[config.mk]
export PLATFORM = sky130hd
export DESIGN_NAME = input_conditioner_flat
export DESIGN_NICKNAME = d
export VERILOG_FILES = /design/src/rtl/input_conditioner_if.sv /design/src/rtl/conditioner_channel.sv /design/src/rtl/input_conditioner.sv /design/src/flat_wrapper.sv
export SDC_FILE = /design/constraint.sdc
export NUM_CORES = 1
export LEC_CHECK = 0
export ABC_AREA = 1
export CORE_ASPECT_RATIO = 1.25
export CORE_MARGIN = 1.5
export CORE_UTILIZATION = 40
export CTS_CLUSTER_DIAMETER = 30
export DETAILED_ROUTE_END_ITERATION = 12
export GPL_ROUTABILITY_DRIVEN = 0
export SLEW_MARGIN = 5
export SYNTH_ARGS = -nofsm -noshare
export SYNTH_HDL_FRONTEND = slang
export SYNTH_HIERARCHICAL = 1
export SYNTH_SLANG_ARGS = --single-unit
[constraint.sdc]
create_clock -name clk -period 1.2 [get_ports clk]
set_input_delay 0.3 -clock clk [delete_from_list [all_inputs] [get_ports clk]]
set_output_delay 0.3 -clock clk [all_outputs]
set_load 0.01 [all_outputs]
[src/rtl/input_conditioner_if.sv]
// Purpose: bundles the per-channel pin inputs and conditioned outputs of input_conditioner.
// Latency: none (wires only).
// Backpressure: none; every output is valid on every cycle.
//
// Ports (CHANNELS bits each):
//   async_in - raw asynchronous inputs (driven by the pin side)
//   sync_out - synchronised, not debounced
//   level    - debounced, accepted level
//   rise     - one-cycle pulse on an accepted 0->1 change
//   fall     - one-cycle pulse on an accepted 1->0 change
interface input_conditioner_if #(
    parameter int CHANNELS = 4
);
    logic [CHANNELS-1:0] async_in;
    logic [CHANNELS-1:0] sync_out;
    logic [CHANNELS-1:0] level;
    logic [CHANNELS-1:0] rise;
    logic [CHANNELS-1:0] fall;

    // Pin side: drives the raw lines, observes conditioned results.
    modport master (
        output async_in,
        input  sync_out,
        input  level,
        input  rise,
        input  fall
    );

    // Conditioner side.
    modport slave (
        input  async_in,
        output sync_out,
        output level,
        output rise,
        output fall
    );
endinterface

[src/rtl/conditioner_channel.sv]
// Purpose: one input line: N-flop synchroniser, stability-count debouncer, rise/fall pulses.
// Latency: level/pulse update SYNC_STAGES+DEBOUNCE_CYCLES edges after stage 1 samples a change.
// Backpressure: none; free-running, outputs valid every cycle.
//
// Ports:
//   clk, rst  - rising-edge clock, asynchronous active-high reset
//   async_in  - raw asynchronous input bit
//   sync_out  - last synchroniser stage
//   level     - debounced level
//   rise/fall - registered one-cycle pulses on accepted level changes
module conditioner_channel #(
    parameter int   SYNC_STAGES     = 2,
    parameter int   DEBOUNCE_CYCLES = 4,
    parameter logic RESET_VAL       = 1'b0
) (
    input  logic clk,
    input  logic rst,
    input  logic async_in,
    output logic sync_out,
    output logic level,
    output logic rise,
    output logic fall
);
    localparam int              CNT_W    = $clog2(DEBOUNCE_CYCLES + 1);
    localparam logic [CNT_W-1:0] CNT_LAST = CNT_W'(DEBOUNCE_CYCLES - 1);

    logic [SYNC_STAGES-1:0] sync_q;     // bit 0 is stage 1
    logic [CNT_W-1:0]       cnt_q;
    logic                   in_clean;

    // Only a definite 1 counts as 1, so an X/Z pin enters the chain as 0 in
    // simulation; synthesis treats the case-equality as a plain compare.
    assign in_clean = (async_in === 1'b1);

    always_ff @(posedge clk or posedge rst) begin
        if (rst) begin
            sync_q <= {SYNC_STAGES{RESET_VAL}};
        end else begin
            sync_q <= {sync_q[SYNC_STAGES-2:0], in_clean};
        end
    end

    assign sync_out = sync_q[SYNC_STAGES-1];

    // The counter only runs while sync_out disagrees with level; any agreeing
    // cycle (a glitch ending) throws the partial count away. Reaching the
    // last count accepts the new level and clears, so it can never wrap.
    always_ff @(posedge clk or posedge rst) begin
        if (rst) begin
            level <= RESET_VAL;
            cnt_q <= '0;
            rise  <= 1'b0;
            fall  <= 1'b0;
        end else begin
            rise <= 1'b0;
            fall <= 1'b0;
            if (sync_out == level) begin
                cnt_q <= '0;
            end else if (cnt_q == CNT_LAST) begin
                level <= sync_out;
                cnt_q <= '0;
                rise  <= sync_out;
                fall  <= ~sync_out;
            end else begin
                cnt_q <= cnt_q + CNT_W'(1);
            end
        end
    end
endmodule

[src/rtl/input_conditioner.sv]
// Purpose: multi-channel pin front end; one independent conditioner_channel per line.
// Latency: SYNC_STAGES+DEBOUNCE_CYCLES edges from first stage-1 sample to level/pulse.
// Backpressure: none; outputs are registered and valid every cycle.
//
// Ports:
//   clk  - single rising-edge clock
//   rst  - asynchronous active-high reset
//   bus  - input_conditioner_if.slave: async_in in; sync_out, level, rise, fall out
module input_conditioner #(
    parameter int                  CHANNELS        = 4,
    parameter int                  SYNC_STAGES     = 2,
    parameter int                  DEBOUNCE_CYCLES = 4,
    parameter logic [CHANNELS-1:0] RESET_VAL       = '0
) (
    input  logic                clk,
    input  logic                rst,
    input_conditioner_if.slave  bus
);
    // Illegal parameter sets stop elaboration instead of building a broken chain.
    if (CHANNELS < 1) begin : g_bad_channels
        $error("input_conditioner: CHANNELS must be >= 1");
    end
    if (SYNC_STAGES < 2) begin : g_bad_sync
        $error("input_conditioner: SYNC_STAGES must be >= 2");
    end
    if (DEBOUNCE_CYCLES < 1) begin : g_bad_debounce
        $error("input_conditioner: DEBOUNCE_CYCLES must be >= 1");
    end

    logic [CHANNELS-1:0] sync_vec;
    logic [CHANNELS-1:0] level_vec;
    logic [CHANNELS-1:0] rise_vec;
    logic [CHANNELS-1:0] fall_vec;

    for (genvar i = 0; i < CHANNELS; i++) begin : g_ch
        conditioner_channel #(
            .SYNC_STAGES     (SYNC_STAGES),
            .DEBOUNCE_CYCLES (DEBOUNCE_CYCLES),
            .RESET_VAL       (RESET_VAL[i])
        ) u_ch (
            .clk      (clk),
            .rst      (rst),
            .async_in (bus.async_in[i]),
            .sync_out (sync_vec[i]),
            .level    (level_vec[i]),
            .rise     (rise_vec[i]),
            .fall     (fall_vec[i])
        );
    end

    assign bus.sync_out = sync_vec;
    assign bus.level    = level_vec;
    assign bus.rise     = rise_vec;
    assign bus.fall     = fall_vec;
endmodule

[src/flat_wrapper.sv]
// flat-port wrapper written by rule: the top's interface ports become plain ports
module input_conditioner_flat 
#(
    parameter int                  CHANNELS        = 4,
    parameter int                  SYNC_STAGES     = 2,
    parameter int                  DEBOUNCE_CYCLES = 4,
    parameter logic [CHANNELS-1:0] RESET_VAL       = '0
)
  (clk, rst, bus_async_in, bus_sync_out, bus_level, bus_rise, bus_fall);
  input_conditioner_if #(.CHANNELS(CHANNELS)) bus_i ();
  input  logic clk;
  input  logic rst;
  input wire logic [$bits(bus_i.async_in)-1:0] bus_async_in;
  output wire logic [$bits(bus_i.sync_out)-1:0] bus_sync_out;
  output wire logic [$bits(bus_i.level)-1:0] bus_level;
  output wire logic [$bits(bus_i.rise)-1:0] bus_rise;
  output wire logic [$bits(bus_i.fall)-1:0] bus_fall;
  assign bus_i.async_in = bus_async_in;
  assign bus_sync_out = bus_i.sync_out;
  assign bus_level = bus_i.level;
  assign bus_rise = bus_i.rise;
  assign bus_fall = bus_i.fall;
  input_conditioner #(.CHANNELS(CHANNELS), .SYNC_STAGES(SYNC_STAGES), .DEBOUNCE_CYCLES(DEBOUNCE_CYCLES), .RESET_VAL(RESET_VAL)) u_core (.clk(clk), .rst(rst), .bus(bus_i));
endmodule
# Word level (Yosys, flattened, before mapping)

Index checks and enable logic that the tools add are counted.

Add/sub/neg operators: 4
Equal/unequal tests: 12
Muxes and demuxes: 24
Bitwise gates (word level): 8
Reductions and logical operators: 4

Operator list:

| operator              | number |
|---|---|
| $mux W3               | 8 |
| $mux W1               | 16 |
| $add A3 B1 Y3 const B | 4 |
| $eq A3 B2 Y1 const B  | 4 |
| $not A1 Y1            | 8 |
| $reduce_and A2 Y1     | 4 |
| $eq A1 B1 Y1          | 4 |
| $eqx A1 B1 Y1 const B | 4 |

Bits in registers: 32
Input port bits: 6
Output and inout port bits: 16
Word-level logic and storage cells: 72

# Depth between registers and ports, before layout

Word-level depth: 3
Mapped depth: 4
Gate-level depth less buffers: 4

# Hierarchy

The synthesis kept the hierarchy.

By module, submodules not included:

| module              | times used | cells an instance | area each (um^2) | sequential area each (um^2) |
|---|---|---|---|---|
| conditioner_channel | 4          | 30                | 296.5            | 200.2 |

# Worst setup path before layout

Ideal clock, no wire load.

Path kind: register to register
From: reg u_core.g_ch[0].u_ch.cnt_q[0]
To: reg u_core.g_ch[0].u_ch.cnt_q[0]
Setup time: 71 ps
Arrival time: 794 ps
Required time: 1129 ps
Setup slack: 335 ps
Stages on the path, launching flop included: 5
Buffers on the path: 0
Period minus slack after synthesis: 865 ps
Cells stage by stage: dfrtp_1 ha_1 nand2_1 nand2_1 nor2_1

Word-level cells in the longest chain between the ends: 3
Elaborated cells on any way between the ends: 4
Classes of those cells: add/sub (1); eq/ne (1); mux (2)

RTL lines:

| what                                                 | line                                                 | text |
|---|---|---|
| start, declared                                      | conditioner_channel.sv:28                            | `logic [CNT_W-1:0] cnt_q;` |
| start signal, assigned                               | conditioner_channel.sv:65                            | `cnt_q <= cnt_q + CNT_W'(1);` |
| $add A3 B1 Y3 / $eq A3 B2 Y1 (equally long branches) | conditioner_channel.sv:65, conditioner_channel.sv:59 |  |
| $mux W3 *                                            | conditioner_channel.sv:59                            | `end else if (cnt_q == CNT_LAST) begin` |
| $mux W3 *                                            | conditioner_channel.sv:57                            | `if (sync_out == level) begin` |

Every way passes the cells marked *; elsewhere a longest branch is shown, timed or not.
A chain may end at the register's enable or synchronous reset.

# Worst setup path in the final report

From: reg u_core.g_ch[1].u_ch.level
To: out bus_level[1]

RTL lines:

| what                   | line                      | text |
|---|---|---|
| start, declared        | conditioner_channel.sv:20 | `output logic level,` |
| start signal, assigned | conditioner_channel.sv:60 | `level <= sync_out;` |
| end, declared          | flat_wrapper.sv:15        | `output wire logic [$bits(bus_i.level)-1:0] bus_level;` |

No word-level cell between the ends.

==> flow_metrics.env <==
export IMPL_outcome="finished clean"
export IMPL_coreArea_um2=2760
export IMPL_path_cells="buf_2"
export IMPL_postSynthCellCount=120
export IMPL_min_path_type="in -> async"
export IMPL_rr_startpoint="u_core/g_ch[0].u_ch/level$_DFFE_PP0P_"
export IMPL_whs_ns=0.325
export IMPL_numCtsBuffers=5
export IMPL_grt_pass1_wl_mm=3.29
export IMPL_ir_worst_vdd_v=0.00104
export IMPL_ys_types=8
export IMPL_finalClockSkew_ns=0.00465
export IMPL_start_kind="register"
export IMPL_grt_total_usage_pct=14.0
export IMPL_crit_cells=1
export IMPL_fmax_mhz=873
export IMPL_worstPathMaxFanout=2
export IMPL_hold_violations=0
export IMPL_clock_latency_ns=0.32
export IMPL_endpoint_kind="output port"
export IMPL_yosysWarnings=6
export IMPL_root_buffer="clkbuf_4"
export IMPL_cts_sinks=32
export IMPL_worst_pin_slew_ns=0.303
export IMPL_cp_arrival_ns=0.85
export IMPL_wire_per_inst_um=9.77
export IMPL_min_period_over_period_pct=95.5
export IMPL_fp_dieH_um=63.9
export IMPL_wirelength_mm=1.90
export IMPL_clockBufferDepth=2
export IMPL_vias=853
export IMPL_first_global_vias=838
export IMPL_cts_htree_levels=2
export IMPL_antenna_found_initial=0
export IMPL_final_cell_mix="32 x dfrtp_1, 28 x inv_1, 28 x nand2_1, 16 x buf_2, 16 x nor2_1"
export IMPL_p_leak_nw=0.851
export IMPL_cts_tree="yes"
export IMPL_syn_num_nets=130
export IMPL_syn_area_um2=1190
export IMPL_ys_seq_area_share_pct=67.5
export IMPL_setup_viol=0
export IMPL_r2r_cells=6
export IMPL_grt_max_degree=10
export IMPL_drv_cap=0
export IMPL_drtIter0Drc=13
export IMPL_crit_buf_inv=1
export IMPL_initial_core_util_pct=43.0
export IMPL_final_common_cell="dfrtp_1"
export IMPL_dp_hpwl_mm=1.39
export IMPL_rrSetupSlack_ns=0.20
export IMPL_cp_required_ns=0.90
export IMPL_pre_cts_slack_ns=0.0307
export IMPL_syn2layout_area_growth_pct=26.5
export IMPL_ys_ff_latch=32
export IMPL_clk_pin_slew_worst_paths_ns=0.09
export IMPL_rsz0062_at_grt="true"
export IMPL_ios=22
export IMPL_slew_viol_final=0
export IMPL_die_w_um=51.7
export IMPL_power_density_nw_per_um2=1900
export IMPL_fin_nets=169
export IMPL_path_class="reg -> out"
export IMPL_critPathTopFamily="flip-flops"
export IMPL_max_stage_delay_ns=0.39
export IMPL_first_pass_iters=4
export IMPL_row_count=21
export IMPL_drc_errors=0
export IMPL_worst_slack_ns=0.0545
export IMPL_ant_nets=0
export IMPL_antennaDiodeCount=0
export IMPL_grt_ovfl_total=0
export IMPL_finalCriticalPeriod_ns=1.15
export IMPL_rr_endpoint="u_core/g_ch[0].u_ch/rise$_DFF_PP0_"
export IMPL_syn_avg_cell_area_um2=9.88
export IMPL_slew_headroom_pct=79.8
export IMPL_numPortBuffers=21
export IMPL_drive_above_1_share_pct=23.1
export IMPL_dieArea_um2=3300
export IMPL_cpMaxStageDelayCell="dfrtp_1"
export IMPL_viasPerCell=4.40
## metrics by stage
step                      total power [mW]  cell area, µm²  cells  util [%]  setup TNS (ns)
after detailed placement              2.29            1500    183      54.3               0
after global routing                  3.09            1500    194      54.4        -0.00786
after global placement                2.26            1500    183      54.3               0
after floorplan                       1.90            1190    120         -               0
after CTS                             2.88            1490    192      53.8               0
final                                 2.85            1500    194      54.4               0
## worst max-delay path by stage
stage	slack, ns	startpoint	end
floorplan	0.34	u_core/g_ch[0].u_ch/cnt_q[0]$_DFF_PP0_	u_core/g_ch[0].u_ch/cnt_q[0]$_DFF_PP0_
global placement	0.02	u_core/g_ch[1].u_ch/level$_DFFE_PP0P_	bus_level[1]
detailed placement	0.03	u_core/g_ch[1].u_ch/level$_DFFE_PP0P_	bus_level[1]
CTS	0.03	u_core/g_ch[0].u_ch/level$_DFFE_PP0P_	bus_level[0]
global route	-0.007	u_core/g_ch[1].u_ch/level$_DFFE_PP0P_	bus_level[1]
finish	0.05	u_core/g_ch[1].u_ch/level$_DFFE_PP0P_	bus_level[1]
## synth_stat cells
cell     number  area share, %
nor2_1       16            5.1
nand3_1       4            1.7
ha_1          4            4.2
nor3_1        4            1.7
nand2_1      28            8.9
inv_1        28            8.9
nand2_2       4            2.1
dfrtp_1      32             68
## layer usage
metal	vias to the layer above	wire, µm	share of wire (%)	global-route usage (%)
met1	395	772	41	14.4
li1	429	-	-	-
met4	0	49	2.6	7.89
met3	7	125	6.6	6.31
met2	22	948	50	23.2
met5	-	0	0	0
## flip-flops by register name, indices dropped and copies added (netlist names)
signal	flops
u_core/g_ch.u_ch/sync_q	8
u_core/g_ch.u_ch/level	4
u_core/g_ch.u_ch/fall	4
u_core/g_ch.u_ch/cnt_q	12
u_core/g_ch.u_ch/rise	4
## cells by family after synthesis
group	count (synthesis)	synth area share, %
simple gates	56	19.4
fa+ha+maj	4	4.22
buf+inv	28	8.86
flops	32	67.5
## final cells by class
cell class / count / area (µm²)
clock buffer: 8 / 58.8
inverter: 28 / 105
sequential: 32 / 801
multi-input combinational: 60 / 280
timing repair buffer: 32 / 213
fill: 271 / 1260
tap: 34 / 42.5
## power by group
group	internal [mW]	switching, mW	leakage [nW]
clock network	0.289	0.332	0.0326
registers	1.28	0.0832	0.413
logic	0.385	0.476	0.405
## timing repair
action	4_1_cts	5_1_grt
hold buffers	0	0
setup buffers	1	2
endpoints found under the setup margin	16	4
gates resized for setup	64	0
(Power assumes the default switching activity.)
